==> src/rtl/mem_ctrl_pkg.sv <==
// Shared types and constants for the BRAM access controller.
package mem_ctrl_pkg;

    localparam int BYTE_W = 8;

    // Controller states: idle, memory read, data capture, memory write, response.
    typedef enum logic [2:0] {
        IDLE = 3'd0,
        RD   = 3'd1,
        CAPT = 3'd2,
        WR   = 3'd3,
        RSP  = 3'd4
    } mem_state_t;

endpackage

==> src/rtl/mem_byte_merge.sv <==
// Byte-lane merge: each byte comes from new_data where its enable is set,
// otherwise from old_data. Used to build the read-modify-write word.
module mem_byte_merge
    import mem_ctrl_pkg::*;
#(
    parameter  int DATA_WIDTH = 32,
    localparam int BE_W       = DATA_WIDTH / BYTE_W
) (
    input  logic [DATA_WIDTH-1:0] new_data,
    input  logic [DATA_WIDTH-1:0] old_data,
    input  logic [BE_W-1:0]       be,
    output logic [DATA_WIDTH-1:0] merged
);

    // Start from the old word and overwrite the enabled lanes.
    always_comb begin
        merged = old_data;
        for (int k = 0; k < BE_W; k++) begin
            if (be[k]) begin
                merged[k*BYTE_W +: BYTE_W] = new_data[k*BYTE_W +: BYTE_W];
            end
        end
    end

endmodule

==> src/rtl/mem_access_ctrl.sv <==
// Request/response master for a single-port BRAM with active-low strobes and
// a one-cycle registered read. Partial writes are done as read-modify-write.
//
// Handshakes: a request transfers on a rising edge where req_valid_i and
// req_ready_o are both 1; a response transfers on a rising edge where
// rsp_valid_o and rsp_ready_i are both 1. A valid, once raised, holds its
// payload stable until the transfer. Only one request is in flight.
module mem_access_ctrl
    import mem_ctrl_pkg::*;
#(
    parameter  int WORDS      = 6,
    parameter  int DATA_WIDTH = 32,
    localparam int BE_W       = DATA_WIDTH / BYTE_W
) (
    input  logic                  clk_i,
    input  logic                  reset_i,
    input  logic                  req_valid_i,
    output logic                  req_ready_o,
    input  logic                  req_we_i,
    input  logic [WORDS-1:0]      req_addr_i,
    input  logic [DATA_WIDTH-1:0] req_wdata_i,
    input  logic [BE_W-1:0]       req_be_i,
    output logic                  rsp_valid_o,
    input  logic                  rsp_ready_i,
    output logic [DATA_WIDTH-1:0] rsp_rdata_o,
    output logic [WORDS-1:0]      mem_addr_o,
    output logic [DATA_WIDTH-1:0] mem_data_o,
    output logic                  mem_wr_no,
    output logic                  mem_rd_no,
    input  logic [DATA_WIDTH-1:0] mem_data_i,
    output mem_state_t            dbg_state_o
);

    mem_state_t            state_q, state_d;
    logic                  accept;
    logic                  we_q;
    logic [BE_W-1:0]       be_q;
    logic [DATA_WIDTH-1:0] wdata_q;
    logic [WORDS-1:0]      addr_q;
    logic [DATA_WIDTH-1:0] wbuf_q;
    logic [DATA_WIDTH-1:0] rdata_q;
    logic [DATA_WIDTH-1:0] merged;
    logic                  ready_q;
    logic                  rsp_valid_q;
    logic                  rd_n_q;
    logic                  wr_n_q;

    assign accept      = req_valid_i & req_ready_o;
    assign req_ready_o = ready_q;
    assign rsp_valid_o = rsp_valid_q;
    assign rsp_rdata_o = rdata_q;
    assign mem_addr_o  = addr_q;
    assign mem_data_o  = wbuf_q;
    assign mem_rd_no   = rd_n_q;
    assign mem_wr_no   = wr_n_q;
    assign dbg_state_o = state_q;

    mem_byte_merge #(
        .DATA_WIDTH(DATA_WIDTH)
    ) u_merge (
        .new_data(wdata_q),
        .old_data(mem_data_i),
        .be      (be_q),
        .merged  (merged)
    );

    // State register.
    always_ff @(posedge clk_i or posedge reset_i) begin
        if (reset_i) begin
            state_q <= IDLE;
        end else begin
            state_q <= state_d;
        end
    end

    // Next-state logic: choose the access path from the request type and enables.
    always_comb begin
        state_d = state_q;
        unique case (state_q)
            IDLE: begin
                if (accept) begin
                    if (!req_we_i) begin
                        state_d = RD;
                    end else if (req_be_i == {BE_W{1'b1}}) begin
                        state_d = WR;
                    end else if (req_be_i == '0) begin
                        state_d = RSP;
                    end else begin
                        state_d = RD;
                    end
                end
            end
            RD:      state_d = CAPT;
            CAPT:    state_d = we_q ? WR : RSP;
            WR:      state_d = RSP;
            RSP:     state_d = rsp_ready_i ? IDLE : RSP;
            default: state_d = IDLE;
        endcase
    end

    // Registered outputs are derived from the next state so each is valid for
    // exactly the cycle its state occupies.
    always_ff @(posedge clk_i or posedge reset_i) begin
        if (reset_i) begin
            ready_q     <= 1'b0;
            rsp_valid_q <= 1'b0;
            rd_n_q      <= 1'b1;
            wr_n_q      <= 1'b1;
        end else begin
            ready_q     <= (state_d == IDLE);
            rsp_valid_q <= (state_d == RSP);
            rd_n_q      <= (state_d != RD);
            wr_n_q      <= (state_d != WR);
        end
    end

    // Request latches, write buffer and read-data register.
    always_ff @(posedge clk_i or posedge reset_i) begin
        if (reset_i) begin
            we_q    <= 1'b0;
            be_q    <= '0;
            wdata_q <= '0;
            addr_q  <= '0;
            wbuf_q  <= '0;
            rdata_q <= '0;
        end else begin
            if (accept) begin
                we_q    <= req_we_i;
                be_q    <= req_be_i;
                wdata_q <= req_wdata_i;
                addr_q  <= req_addr_i;
                // Write responses carry zero data.
                rdata_q <= '0;
                if (req_we_i) begin
                    wbuf_q <= req_wdata_i;
                end
            end
            if (state_q == CAPT) begin
                if (we_q) begin
                    wbuf_q <= merged;
                end else begin
                    rdata_q <= mem_data_i;
                end
            end
        end
    end

endmodule

==> config.mk <==
export PLATFORM = sky130hd
export DESIGN_NAME = mem_access_ctrl
export DESIGN_NICKNAME = d
export VERILOG_FILES = /design/src/rtl/mem_ctrl_pkg.sv /design/src/rtl/mem_byte_merge.sv /design/src/rtl/mem_access_ctrl.sv
export SDC_FILE = /design/constraint.sdc
export NUM_CORES = 1
export LEC_CHECK = 0
export CAP_MARGIN = 25
export CORE_ASPECT_RATIO = 1.2
export CORE_MARGIN = 4
export CORE_UTILIZATION = 50
export DETAILED_ROUTE_END_ITERATION = 10
export PLACE_DENSITY_LB_ADDON = 0.05
export SETUP_SLACK_MARGIN = 0.05
export SYNTH_ARGS = -nofsm -noshare
export SYNTH_HDL_FRONTEND = slang
export SYNTH_SLANG_ARGS = --single-unit
==> constraint.sdc <==
create_clock -name clk_i -period 11.15 [get_ports clk_i]
set_input_delay 2.23 -clock clk_i [delete_from_list [all_inputs] [get_ports clk_i]]
set_output_delay 2.23 -clock clk_i [all_outputs]
set_load 0.005 [all_outputs]
Word level (Yosys, flattened, before mapping). Index checks and enable logic that the tools add are counted.

Register bits: 114. Latch bits: 0. Memory bits (writable): 0. Memory bits (read-only): 0. Bits of input ports: 79. Output and inout port bits: 77. Word-level logic and storage cells: 41. Memories: 0.

Add/subtract/negate cells: 0. Multipliers: 0. Divide/modulo/power cells: 0. Order comparisons: 0. Eq/ne operators: 8. Shifts and indexed selects: 0. Muxes and demuxes: 18. Bitwise operators: 1. Reduce and logical (&&, ||, !) cells: 3.

Operator list (number): $mux 32 (7); $mux 8 (4); $mux 3 (6); $pmux 3 s5 (1); $eq 3x2->1 const B (2); $eq 3x3->1 const B (2); $logic_not 3->1 (2); $eq 4x4->1 const B (1); $logic_not 4->1 (1); $eq 3x1->1 const B (1); $ne 3x1->1 const B (1); $ne 3x2->1 const B (1); $and 1x1->1 (1).

Logic depth before layout (Yosys ltp).
Word-level depth: 7. Mapped depth: 5.

Hierarchy. From an unflattened synthesis, not the netlist that was laid out.

Cells, all modules: 437. Area total of the unflattened synthesis: 5181.2 µm².

By module, submodules not included: mem_access_ctrl (times used 1, cells an instance 401, area each 4655.7 µm²); mem_byte_merge (times used 1, cells an instance 36, area each 525.5 µm²).

Worst setup path after synthesis. OpenSTA, ideal clock, no wires.

Kind: input to register. Start point: in req_valid_i. End point: reg addr_q[0] (netlist: mem_addr_o[0]). Library setup time: 0.125 ns. Data arrival time: 3.021 ns. Required time: 11.025 ns. Path slack: 8.005 ns. Stages on the path: 4. Path through: nand2_1 buf_2 buf_2 mux2_2.

Word-level cells in the longest chain between the ends: 1.

RTL lines: from (decl) (RTL line mem_access_ctrl.sv:17) `input logic req_valid_i,`; $and 1x1->1 (RTL line mem_access_ctrl.sv:48) `assign accept = req_valid_i & req_ready_o;`; to (signal assigned) (RTL line mem_access_ctrl.sv:131) `addr_q <= req_addr_i;`; to (decl) (RTL line mem_access_ctrl.sv:39) `logic [WORDS-1:0] addr_q;`.

No other way between the ends. A chain may end at the register's enable or synchronous reset.

Worst setup path in the final report.
Start point: in req_valid_i. End point: reg wdata_q[0].

Word-level cells in the longest chain between the ends: 1.

RTL lines: $and 1x1->1 (RTL line mem_access_ctrl.sv:48); to (signal assigned) (RTL line mem_access_ctrl.sv:130) `wdata_q <= req_wdata_i;`; to (decl) (RTL line mem_access_ctrl.sv:38) `logic [DATA_WIDTH-1:0] wdata_q;`.

No other way between the ends.

==> results by group <==
STA
  • Final setup margin: between 7000 and 8000 ps
  • RSZ-0062 raised after global routing: false
  • Worst clock skew: just under 10 ps
  • Slew Viols, Final: 0
  • Final hold violation count: 0
  • Max_slew headroom: 54.4%
  • Slew @ Worst Pin: 682 ps
  • Final worst-path cycle share: 35.6%
  • Fin crit period: between 3000 and 4000 ps
  • Setup Viol. Count Final: 0
  • FMAX: 252 MHz
  • Setup total negative slack: 0 ps

Setup path
  • CP startpoint kind: primary input
  • Reg2Reg Setup Slack: 9070 ps
  • Setup Crit Path Kind: in2reg
  • Worst-path maximum fanout: 44
  • RR Startpoint: req_ready_o$_DFF_PP0_
  • FF-to-FF End: wdata_q[0]$_DFFE_PP0N_
  • Worst Setup End Kind: register
  • Critical path arrival: ~4300 ps
  • Worst path required time: 11430 ps
  • Worst r2r path cells: 3

Outcome
  • Outcome: finished clean

Power
  • PD cells: 267 nW/um2
  • VDD IR max: around 140 uV
  • Total power: 1.92 mW
  • P_leak: 2.97 nW

Global route
  • Number of global-route vias before repair: about 4200
  • Initial antenna violation count: 0
  • First-pass GRT wire length: 20800 um
  • Met2 usage: 39.4%
  • Remaining Overflow, GRT: 0
  • Pin count of the biggest net entering global routing: 81
  • GRT Total Usage: between 20 and 25%
  • GR peak layer: met2
  • Grt met1 use: 27.3%
  • Global Route met3 Usage: 6.99%

CTS
  • Post_cts resized: 0
  • Skew-Pair Late Insertion Delay: ~400 ps
  • H-tree depth: 4
  • CTS Buf Count: 17
  • Hold-fix buffers, CTS: 0
  • Postcts setup bufs: 0
  • CTS Buffer Depth: 2
  • Clock transition at the registers of the reported paths: about 50 ps
  • CTS root buffer: clkbuf_16
  • Clock tree sinks: 114
  • TritonCTS clock tree: built

Logic synthesis
  • Cell taking the most area after synthesis: dfrtp_1
  • Syn nets: 553
  • Cells after Synth: 474
  • Post-synthesis mux area share: under 10%
  • Netlist Area Pre-Place: between 4000 and 5000 um2
  • Synth area leaders: dfrtp_1, nand2_1, mux2_2
  • Synth Area in Compound Gates: 13.3%
  • Avg Inst Size Synth: 10.4 um2
  • Synth Area in Simple Gates: 16.3%
  • Area share of the largest cell type after synthesis: 56.7%
  • Ys Warns: 0
  • Post-Synth XOR/XNOR Area: 0%
  • Largest family of logic cells by synthesized area: simple AND/OR/NAND/NOR gates
  • Adder-cell share of the synthesized area: 0%
  • Synth unique cells: 26
  • FF+latch count, synth: about 110
  • Sequential share of the synthesized area: around 58%

Route
  • DR WL/cell: 16.8 um
  • Post-route ant nets: 0
  • DR pass1 iterations: 4
  • DRT iter0 DRCs: between 200 and 250
  • Vias per inst: 5.43
  • WL final: 12700 um
  • DRC: 0
  • Vias: 4115

Floorplan
  • IO Count: 156
  • Die area: 11600 um2
  • Initial core utilization: between 50 and 60%
  • Core area: around 9600 um2
  • Die H: 117 um
  • Row cnt: 39
  • Die Wd: 98.8 um

Job
  • Max-cap viol count: 0

Layout
  • Area delta synth->final: 45.6%
  • Layout cells sized above 1: 13.2%
  • Diode count: 0
  • Commonest non-fill, non-tap cells in the layout: clkdlybuf4s50_1, nand2_1, dfrtp_1
  • Fin nets: 703
  • Most common cell after layout, fill and taps aside: clkdlybuf4s50_1
  • Cell area after layout: 7200 um2

Worst hold path
  • WHS Path Cells: 1
  • Min-delay src: mem_addr_o[1]$_DFFE_PP0N_
  • WHS Endpoint: mem_addr_o[1]$_DFFE_PP0N_
  • Min-Delay Path Class: reg2reg

Placed design
  • Pre-CTS WS: 6770 ps
  • Post-detail-place hpwl: 8350 um
  • Dpl cell area: approximately 6600 um2
  • Gpl congestion: about 0.80
  • PortBufs: 155
stage by stage:
step / hold WS (ps) / cells / util (%)
after global placement: 487 / 726 / 68.4
after global routing: 518 / 758 / 74.9
after detailed placement: 493 / 726 / 68.4
final: 503 / 758 / 74.9
after CTS: 504 / 756 / 74.5
after floorplan: 480 / 474 / -
layout make-up:
type | instances | area, um2
repair buffers | 163 | 1640
clock buffers | 25 | 505
multi-input cells | 325 | 1960
fillers | 674 | 2410
well taps | 123 | 154
flip-flops and latches | 114 | 2860
clock inverters | 5 | 75.1
inverters | 3 | 13.8
cells in the mapped netlist (all sizes together):
cell / count
o21ai: 35
dfrtp: 112
or3: 1
nand2: 133
nor3: 2
nand4bb: 1
o221ai: 2
nand3: 2
a211oi: 32
clkbuf: 18
and4: 1
or2: 1
inv: 3
a31oi: 32
dfstp: 2
nand2b: 1
a221o: 1
mux2: 42
a21o: 1
nor4b: 1
nor2b: 32
buf: 14
o211ai: 1
and3: 2
and2: 2
layer usage:
| layer | share of wire, % | up-vias |
|---|---|---|
| met1 | 39 | 2032 |
| met4 | 1.3 | 0 |
| met2 | 52 | 128 |
| met3 | 7.6 | 14 |
| met5 | 0 | - |
| li1 | - | 1941 |
registers in the layout (all words and copies together) (netlist names):
register	count
mem_data_o	32
req_ready_o	1
be_q	4
wdata_q	32
mem_addr_o	6
we_q	1
rsp_rdata_o	32
mem_rd_no	1
mem_wr_no	1
dbg_state_o	3
rsp_valid_o	1
where the power goes:
part | leakage, nW | switching, mW | total [mW] | internal, mW
combinational | 1.27 | 0.262 | 0.650 | 0.388
clock | 0.289 | 0.172 | 0.527 | 0.354
sequential | 1.40 | 0.144 | 0.748 | 0.603
total | 2.97 | 0.578 | 1.92 | 1.35
worst max path at each step:
stage                           start                         to  slack [ps]
after floorplan               reset_i        be_q[0]$_DFFE_PP0N_        5910
after global placement    req_valid_i  mem_addr_o[1]$_DFFE_PP0N_        6800
after detailed placement  req_valid_i        be_q[0]$_DFFE_PP0N_        6770
after CTS                 req_valid_i     wdata_q[0]$_DFFE_PP0N_        7180
after global routing      req_valid_i  mem_addr_o[1]$_DFFE_PP0N_        7090
final                     req_valid_i     wdata_q[0]$_DFFE_PP0N_        7180
kinds of logic (layout without fill, tap and decap cells):
| family | after synthesis | after routing |
|---|---|---|
| flops | 114 | 114 |
| buf+inv | 35 | 196 |
| simple gates | 179 | 179 |
| compound gates | 104 | 104 |
| mux | 42 | 42 |
critical path: stages:
cell,delay [ps]
clkdlybuf4s50_1,460
nand2_2,530
buf_4,590
mux2_2,400
Power figures use the tool's default switching activity.
